`src/rtl/sha3_miner_pkg.sv`:
```
`default_nettype none
// ============================================================================
//  Module      : sha3_miner_pkg
//  Description : Register map, control field positions and widths shared by
//                the SHA3 miner CSR block and its users.
//  Revision    : 1.0 - initial release
// ============================================================================
package sha3_miner_pkg;

    localparam int C_DATA_W     = 32;
    localparam int C_ADDR_W     = 5;
    localparam int C_HEADER_W   = 256;
    localparam int C_DIFF_W     = 256;
    localparam int C_NONCE_W    = 64;
    localparam int C_CONTROL_W  = 19;
    localparam int C_STATUS_W   = 3;
    localparam int C_SOLUTION_W = 64;

    typedef logic [C_ADDR_W-1:0] csr_addr_t;

    localparam csr_addr_t C_ADDR_NONCE_LO = 5'd16;
    localparam csr_addr_t C_ADDR_NONCE_HI = 5'd17;
    localparam csr_addr_t C_ADDR_CONTROL  = 5'd18;
    localparam csr_addr_t C_ADDR_STATUS   = 5'd19;
    localparam csr_addr_t C_ADDR_SOL_LO   = 5'd20;
    localparam csr_addr_t C_ADDR_SOL_HI   = 5'd21;
    localparam csr_addr_t C_ADDR_IRQ_CTL  = 5'd22;
    localparam csr_addr_t C_ADDR_RUN_CNT  = 5'd23;

    // control[] field positions
    localparam int C_CTRL_RUN      = 0;
    localparam int C_CTRL_TEST     = 1;
    localparam int C_CTRL_HALT     = 2;
    localparam int C_CTRL_PADL_LSB = 3;
    localparam int C_CTRL_PADL_MSB = 10;
    localparam int C_CTRL_PADF_LSB = 11;
    localparam int C_CTRL_PADF_MSB = 18;

    localparam int C_STATUS_WP_ERR_BIT = 4;
    localparam int C_IRQ_PENDING_BIT   = 0;
    localparam int C_IRQ_ENABLE_BIT    = 1;

endpackage
`default_nettype wire

```
`src/rtl/sha3_miner_csr_if.sv`:
```
`default_nettype none
// ============================================================================
//  Module      : sha3_miner_csr_if
//  Description : Avalon-MM style slave bus (no waitrequest, fixed 1-cycle
//                read latency) for the SHA3 miner CSR block.
//  Revision    : 1.0 - initial release
// ============================================================================
interface sha3_miner_csr_if;
    import sha3_miner_pkg::*;

    logic [C_ADDR_W-1:0] avs_address;
    logic                avs_read;
    logic                avs_write;
    logic [C_DATA_W-1:0] avs_writedata;
    logic [C_DATA_W-1:0] avs_readdata;
    logic                avs_readdatavalid;

    modport master (
        output avs_address, avs_read, avs_write, avs_writedata,
        input  avs_readdata, avs_readdatavalid
    );

    modport slave (
        input  avs_address, avs_read, avs_write, avs_writedata,
        output avs_readdata, avs_readdatavalid
    );

endinterface
`default_nettype wire

```
`src/rtl/sha3_miner_csr.sv`:
```
`default_nettype none
// ============================================================================
//  Module      : sha3_miner_csr
//  Description : Host-facing control/status registers for the SHA3 miner:
//                job setup, write protection while running, interrupt logic.
//  Revision    : 1.0 - initial release
// ============================================================================
module sha3_miner_csr
    import sha3_miner_pkg::*;
(
    input  wire logic                    clk,
    input  wire logic                    rst,
    sha3_miner_csr_if.slave              avs,
    output logic                         irq_out,
    output logic [C_HEADER_W-1:0]        header,
    output logic [C_DIFF_W-1:0]          difficulty,
    output logic [C_NONCE_W-1:0]         start_nonce,
    output logic [C_CONTROL_W-1:0]       control,
    input  wire logic [C_SOLUTION_W-1:0] solution,
    input  wire logic [C_STATUS_W-1:0]   status,
    input  wire logic                    miner_irq
);

    logic [C_HEADER_W-1:0]  r_header;
    logic [C_DIFF_W-1:0]    r_difficulty;
    logic [C_NONCE_W-1:0]   r_start_nonce;
    logic [C_CONTROL_W-1:0] r_control;
    logic [C_DATA_W-1:0]    r_shadow;
    logic [C_DATA_W-1:0]    r_run_cnt;
    logic [C_DATA_W-1:0]    r_readdata;
    logic                   r_readdatavalid;
    logic                   r_pending;
    logic                   r_enable;
    logic                   r_wp_err;
    logic                   r_irq_out;
    logic                   r_miner_irq_d;

    csr_addr_t              w_addr;
    logic [C_DATA_W-1:0]    w_wdata;
    logic                   w_wr;
    logic                   w_wp_block;
    logic                   w_cfg_wr;
    logic                   w_irq_rise;
    logic                   w_run_rise;
    logic [7:0]             w_bit_base;
    logic [C_DATA_W-1:0]    w_rdata;

    assign w_addr     = avs.avs_address;
    assign w_wdata    = avs.avs_writedata;
    assign w_wr       = avs.avs_write;
    assign w_bit_base = {w_addr[2:0], 5'b0_0000};

    // Job parameters (addresses below control) are frozen while the miner runs
    assign w_wp_block = r_control[C_CTRL_RUN] && (w_addr < C_ADDR_CONTROL);
    assign w_cfg_wr   = w_wr && !w_wp_block;
    assign w_irq_rise = miner_irq && !r_miner_irq_d;
    assign w_run_rise = w_wr && (w_addr == C_ADDR_CONTROL)
                        && w_wdata[C_CTRL_RUN] && !r_control[C_CTRL_RUN];

    always_comb begin
        w_rdata = '0;
        case (w_addr[4:3])
            2'b00:   w_rdata = r_header[w_bit_base +: C_DATA_W];
            2'b01:   w_rdata = r_difficulty[w_bit_base +: C_DATA_W];
            default: begin
                case (w_addr)
                    C_ADDR_NONCE_LO: w_rdata = r_start_nonce[31:0];
                    C_ADDR_NONCE_HI: w_rdata = r_start_nonce[63:32];
                    C_ADDR_CONTROL:  w_rdata = {{(C_DATA_W-C_CONTROL_W){1'b0}}, r_control};
                    C_ADDR_STATUS:   w_rdata = {27'b0, r_wp_err, r_pending, status};
                    C_ADDR_SOL_LO:   w_rdata = solution[31:0];
                    C_ADDR_SOL_HI:   w_rdata = r_shadow;
                    C_ADDR_IRQ_CTL:  w_rdata = {30'b0, r_enable, r_pending};
                    C_ADDR_RUN_CNT:  w_rdata = r_run_cnt;
                    default:         w_rdata = '0;
                endcase
            end
        endcase
    end

    // Read path samples pre-write state, so a same-cycle write is not visible
    always_ff @(posedge clk) begin
        if (rst) begin
            r_readdata      <= '0;
            r_readdatavalid <= 1'b0;
            r_shadow        <= '0;
        end else begin
            r_readdatavalid <= avs.avs_read;
            if (avs.avs_read) begin
                r_readdata <= w_rdata;
                if (w_addr == C_ADDR_SOL_LO) begin
                    r_shadow <= solution[63:32];
                end
            end
        end
    end

    always_ff @(posedge clk) begin
        if (rst) begin
            r_header      <= '0;
            r_difficulty  <= '0;
            r_start_nonce <= '0;
            r_control     <= '0;
        end else if (w_cfg_wr) begin
            case (w_addr[4:3])
                2'b00:   r_header[w_bit_base +: C_DATA_W]     <= w_wdata;
                2'b01:   r_difficulty[w_bit_base +: C_DATA_W] <= w_wdata;
                default: begin
                    case (w_addr)
                        C_ADDR_NONCE_LO: r_start_nonce[31:0]  <= w_wdata;
                        C_ADDR_NONCE_HI: r_start_nonce[63:32] <= w_wdata;
                        C_ADDR_CONTROL: begin
                            r_control[C_CTRL_RUN]  <= w_wdata[C_CTRL_RUN];
                            r_control[C_CTRL_TEST] <= w_wdata[C_CTRL_TEST];
                            r_control[C_CTRL_HALT] <= w_wdata[C_CTRL_HALT];
                            r_control[C_CTRL_PADL_MSB:C_CTRL_PADL_LSB] <=
                                w_wdata[C_CTRL_PADL_MSB:C_CTRL_PADL_LSB];
                            r_control[C_CTRL_PADF_MSB:C_CTRL_PADF_LSB] <=
                                w_wdata[C_CTRL_PADF_MSB:C_CTRL_PADF_LSB];
                        end
                        default: ;
                    endcase
                end
            endcase
        end
    end

    always_ff @(posedge clk) begin
        if (rst) begin
            r_wp_err      <= 1'b0;
            r_pending     <= 1'b0;
            r_enable      <= 1'b0;
            r_irq_out     <= 1'b0;
            r_miner_irq_d <= 1'b0;
        end else begin
            r_miner_irq_d <= miner_irq;
            r_irq_out     <= r_pending & r_enable;
            if (w_wr && w_wp_block) begin
                r_wp_err <= 1'b1;
            end else if (w_wr && (w_addr == C_ADDR_STATUS) && w_wdata[C_STATUS_WP_ERR_BIT]) begin
                r_wp_err <= 1'b0;
            end
            // A new miner event outranks a simultaneous host acknowledge
            if (w_irq_rise) begin
                r_pending <= 1'b1;
            end else if (w_wr && (w_addr == C_ADDR_IRQ_CTL) && w_wdata[C_IRQ_PENDING_BIT]) begin
                r_pending <= 1'b0;
            end
            if (w_wr && (w_addr == C_ADDR_IRQ_CTL)) begin
                r_enable <= w_wdata[C_IRQ_ENABLE_BIT];
            end
        end
    end

    // Counts cycles spent mining; frozen once the miner signals or is halted
    always_ff @(posedge clk) begin
        if (rst) begin
            r_run_cnt <= '0;
        end else if (w_run_rise) begin
            r_run_cnt <= '0;
        end else if (r_control[C_CTRL_RUN] && !r_control[C_CTRL_HALT]
                     && !miner_irq && (r_run_cnt != '1)) begin
            r_run_cnt <= r_run_cnt + 32'd1;
        end
    end

    assign header                = r_header;
    assign difficulty            = r_difficulty;
    assign start_nonce           = r_start_nonce;
    assign control               = r_control;
    assign irq_out               = r_irq_out;
    assign avs.avs_readdata      = r_readdata;
    assign avs.avs_readdatavalid = r_readdatavalid & ~rst;

endmodule
`default_nettype wire

```
`src/flat_wrapper.sv`:
```
// flat-port wrapper written by rule: the top's interface ports become plain ports
module sha3_miner_csr_flat import sha3_miner_pkg::*;
  (clk, rst, irq_out, header, difficulty, start_nonce, control, solution, status, miner_irq, avs_avs_address, avs_avs_read, avs_avs_write, avs_avs_writedata, avs_avs_readdata, avs_avs_readdatavalid);
  sha3_miner_csr_if avs_i ();
  input  wire logic clk;
  input  wire logic rst;
  output logic irq_out;
  output logic [C_HEADER_W-1:0] header;
  output logic [C_DIFF_W-1:0] difficulty;
  output logic [C_NONCE_W-1:0] start_nonce;
  output logic [C_CONTROL_W-1:0] control;
  input  wire logic [C_SOLUTION_W-1:0] solution;
  input  wire logic [C_STATUS_W-1:0] status;
  input  wire logic miner_irq;
  input wire logic [$bits(avs_i.avs_address)-1:0] avs_avs_address;
  input wire logic [$bits(avs_i.avs_read)-1:0] avs_avs_read;
  input wire logic [$bits(avs_i.avs_write)-1:0] avs_avs_write;
  input wire logic [$bits(avs_i.avs_writedata)-1:0] avs_avs_writedata;
  output wire logic [$bits(avs_i.avs_readdata)-1:0] avs_avs_readdata;
  output wire logic [$bits(avs_i.avs_readdatavalid)-1:0] avs_avs_readdatavalid;
  assign avs_i.avs_address = avs_avs_address;
  assign avs_i.avs_read = avs_avs_read;
  assign avs_i.avs_write = avs_avs_write;
  assign avs_i.avs_writedata = avs_avs_writedata;
  assign avs_avs_readdata = avs_i.avs_readdata;
  assign avs_avs_readdatavalid = avs_i.avs_readdatavalid;
  sha3_miner_csr u_core (.clk(clk), .rst(rst), .avs(avs_i), .irq_out(irq_out), .header(header), .difficulty(difficulty), .start_nonce(start_nonce), .control(control), .solution(solution), .status(status), .miner_irq(miner_irq));
endmodule
```
`config.mk`:
```
export PLATFORM = sky130hd
export DESIGN_NAME = sha3_miner_csr_flat
export DESIGN_NICKNAME = d
export VERILOG_FILES = /design/src/rtl/sha3_miner_pkg.sv /design/src/rtl/sha3_miner_csr_if.sv /design/src/rtl/sha3_miner_csr.sv /design/src/flat_wrapper.sv
export SDC_FILE = /design/constraint.sdc
export NUM_CORES = 2
export LEC_CHECK = 0
export CAP_MARGIN = 30
export CORE_ASPECT_RATIO = 2
export CORE_MARGIN = 10
export CORE_UTILIZATION = 40
export DETAILED_ROUTE_END_ITERATION = 10
export PLACE_DENSITY = 0.78
export SYNTH_ARGS = -nofsm -noshare
export SYNTH_HDL_FRONTEND = slang
export SYNTH_SLANG_ARGS = --single-unit
```
`constraint.sdc`:
```
create_clock -name clk -period 3.72 [get_ports clk]
set_clock_uncertainty 0.05 [all_clocks]
set_input_delay 0.744 -clock clk [delete_from_list [all_inputs] [get_ports clk]]
set_output_delay 0.744 -clock clk [all_outputs]
set_load 0.02 [all_outputs]
```
==> flow_metrics.tcl <==
set metrics [dict create \
    slowest_delay_ps 920 \
    cts_resized 0 \
    drv_slew 0 \
    synth_commonest_cells "nand2_1, dfxtp_1, a21oi_1" \
    yosys_warnings 0 \
    end_kind "flop" \
    setup_ws_ps 585 \
    max-clock-path-buffers 3 \
    synthCells 4048 \
    critPathLaunchType "input pin" \
    ys_seq_elements 697 \
    routed_wirelength_mm 160 \
    setup_viol 0 \
    fillCellCount 6903 \
    p_leak_nw 14.2 \
    dieArea_mm2 0.0877 \
    initial_core_util_pct 40.3 \
    synth_top_area_share_pct 46.1 \
    holdBufCountCts 0 \
    finalSetupTns_ps 0 \
    cts_made_buffers 66 \
    core_area_mm2 0.0750 \
    io_buffers 737 \
    rsz0062_at_grt "no" \
    place.gp.congestion 0.976 \
    grt_pass1_vias 32100 \
    status "complete, no violations" \
    cts_setup_buffers 0 \
    powerDensity_mw_per_mm2 391 \
    hold_viol 0 \
    slowest_stage "and4b_1" \
    worst_pin_slew_ps 1130 \
    clock_latency_ps 670 \
    die_x_um 214 \
    yosys.area.top_type "dfxtp_1" \
    rows 142 \
    syn_to_final_growth_pct 37.3 \
    grtUsageTotal_pct 34.6 \
    viasPerCell 5.98 \
    hold_class "flop to flop" \
    relSlewSlack_pct 24.3 \
    period_share_pct 84.3 \
    ys_async_sr_fraction_pct 0 \
    antenna_found_initial 1 \
    htree_levels 3 \
    ys_types 55 \
    synth_fp_nets 4163 \
    wl_per_cell_um 28.2 \
    cp_max_fo 23 \
    crit_arrival_ps 3660 \
    synth_top_flop_cell "dfxtp_1" \
    grt_overflow 0 \
    register_area_mm2 0.0140 \
    fmax_mhz 319 \
    clk_pin_slew_ps 70 \
    grt_pass1_wl_mm 228 \
    synth-edff-count 0 \
    worstPathCellList "clkdlybuf4s50_1 -> buf_4 -> and4b_1 -> a222oi_1 -> nand3_1 -> a31oi_1 -> a211oi_1" \
    dp_slack_ps -46.4 \
    grt_start_max_net_pins 187 \
    synth_area_mm2 0.0302 \
    hold_slack_ps 413 \
    multi_input_area_mm2 0.0149 \
    yosysMostFrequentCell "nand2_1" \
    drc 0 \
    fp.dieH_um 409 \
    cts_root_buf "clkbuf_16" \
    ys_seq_area_share_pct 46.1 \
    vdd_drop_max_uv 372 \
    fin_crit_ps 3140 \
    post_synth.cell_area_avg_um2 7.47 \
    critical_path_class "input pin to flop" \
    dpl.hpwl_mm 114 \
    drive_gt1_share_pct 7.17 \
    required_ps 4240 \
    cts_tree "yes" \
    drv_cap 0 \
    num_vias 34000 \
    synth_area_leaders "dfxtp_1, nand2_1, a21oi_1, mux2i_1, clkbuf_1" \
    drt_iter0_drc 4103 \
    firstDrtPassIters 9 \
    clkSinkCount 697 \
    io_pins 738 \
    ant_nets 0 \
    fin_nets 4737 \
]
==> report_power, final <==
group,total (mW),internal (mW),switching (mW),leakage [nW]
combinational,1.50,0.498,1.00,7.47
sequential,7.60,7.53,0.0678,5.62
clock,7.11,3.89,3.22,1.08
==> cell usage in the layout (no fill, tap or decap), types with 6 or more instances in the layout <==
cell and n:
or3_1 15, ha_1 6, clkdlybuf4s50_1 733, a32oi_1 11
and2_2 6, nand4_1 53, a22oi_1 29, a211oi_1 30
dfxtp_1 697, a31oi_1 54, buf_4 123, clkbuf_8 13
nor2b_1 7, a221oi_1 31, clkbuf_1 8, o21ai_0 21
nand2_2 7, o211ai_1 9, nand3_1 221, and3_1 12
mux2i_1 185, nand2_1 1412, a222oi_1 19, a311oi_1 6
o31ai_1 6, a21oi_1 546, clkbuf_16 69, buf_16 9
buf_12 27, nor2_1 160, mux2_2 12, clkinv_2 10
or4_1 9, inv_1 11
==> flip-flops by register name, indices dropped and copies added, names as in the netlist <==
name and count:
u_core.avs.avs_readdata 32, u_core.control 19, u_core.difficulty 256, u_core.header 256, u_core.irq_out 1, u_core.r_enable 1, u_core.r_miner_irq_d 1, u_core.r_pending 1
u_core.r_readdatavalid 1, u_core.r_run_cnt 32, u_core.r_shadow 32, u_core.r_wp_err 1, u_core.start_nonce 64
==> final timing paths <==
check        depth (start not counted)                                  endpoint  slack, ps                         startpoint
min reg2reg                          2           u_core.r_shadow[7]$_SDFFE_PP0P_        410    u_core.r_shadow[7]$_SDFFE_PP0P_
min                                  2           u_core.r_shadow[7]$_SDFFE_PP0P_        410    u_core.r_shadow[7]$_SDFFE_PP0P_
max                                  7  u_core.avs.avs_readdata[23]$_SDFFE_PP0P_        580                 avs_avs_address[4]
max reg2reg                          5          u_core.r_run_cnt[4]$_SDFFE_PP0P_       1040  u_core.r_run_cnt[24]$_SDFFE_PP0P_
==> layer usage <==
layer / GRT usage [%] / vias to the layer above / wire length (um)
li1: - / 14800 / -
met1: 39.9 / 16100 / 57100
met2: 54.6 / 2478 / 71500
met3: 11.7 / 579 / 20400
met4: 21.2 / 0 / 11100
met5: 0 / - / 0
==> cells by family after synthesis <==
kind of cell               count (synthesis)  share of synthesized area [%]
AOI/OAI and AO/OA                        782                           14.9
xor gates and xnor gates                   4                          0.116
adders and majority gates                  6                          0.248
buffers and inverters                    405                           5.23
DFF                                      697                           46.1
muxes                                    198                           6.65
and+or+nand+nor                         1956                           26.7
==> through the flow <==
stage | total power [mW] | util, % | instance area, um^2 | cells
4_1_cts | 16.2 | 55.3 | 41500 | 5677
3_5_place_dp | 9.22 | 52.4 | 39300 | 5560
2_1_floorplan | 8.43 | - | 30200 | 4048
3_3_place_gp | 9.17 | 52.0 | 39000 | 5547
5_1_grt | 16.6 | 55.4 | 41500 | 5680
6_report | 16.2 | 55.4 | 41500 | 5680
==> final cells by class <==
| type | count | share of cell area [%] |
|---|---|---|
| Inverter | 12 | 0.108 |
| Clock buffer | 88 | 4.54 |
| Antenna cell | 1 | 0.00603 |
| Sequential cell | 697 | 33.6 |
| Multi-Input combinational cell | 2946 | 35.9 |
| Clock inverter | 29 | 0.747 |
| Tap cell | 1008 | 3.04 |
| Timing Repair Buffer | 899 | 22.0 |
==> worst max-delay path: cells and delay by family <==
| kind | cells | cell delay, ps |
|---|---|---|
| compound gates | 3 | 550 |
| buf+inv | 2 | 1140 |
| simple gates | 2 | 1200 |
Power figures use the tool's default switching activity.
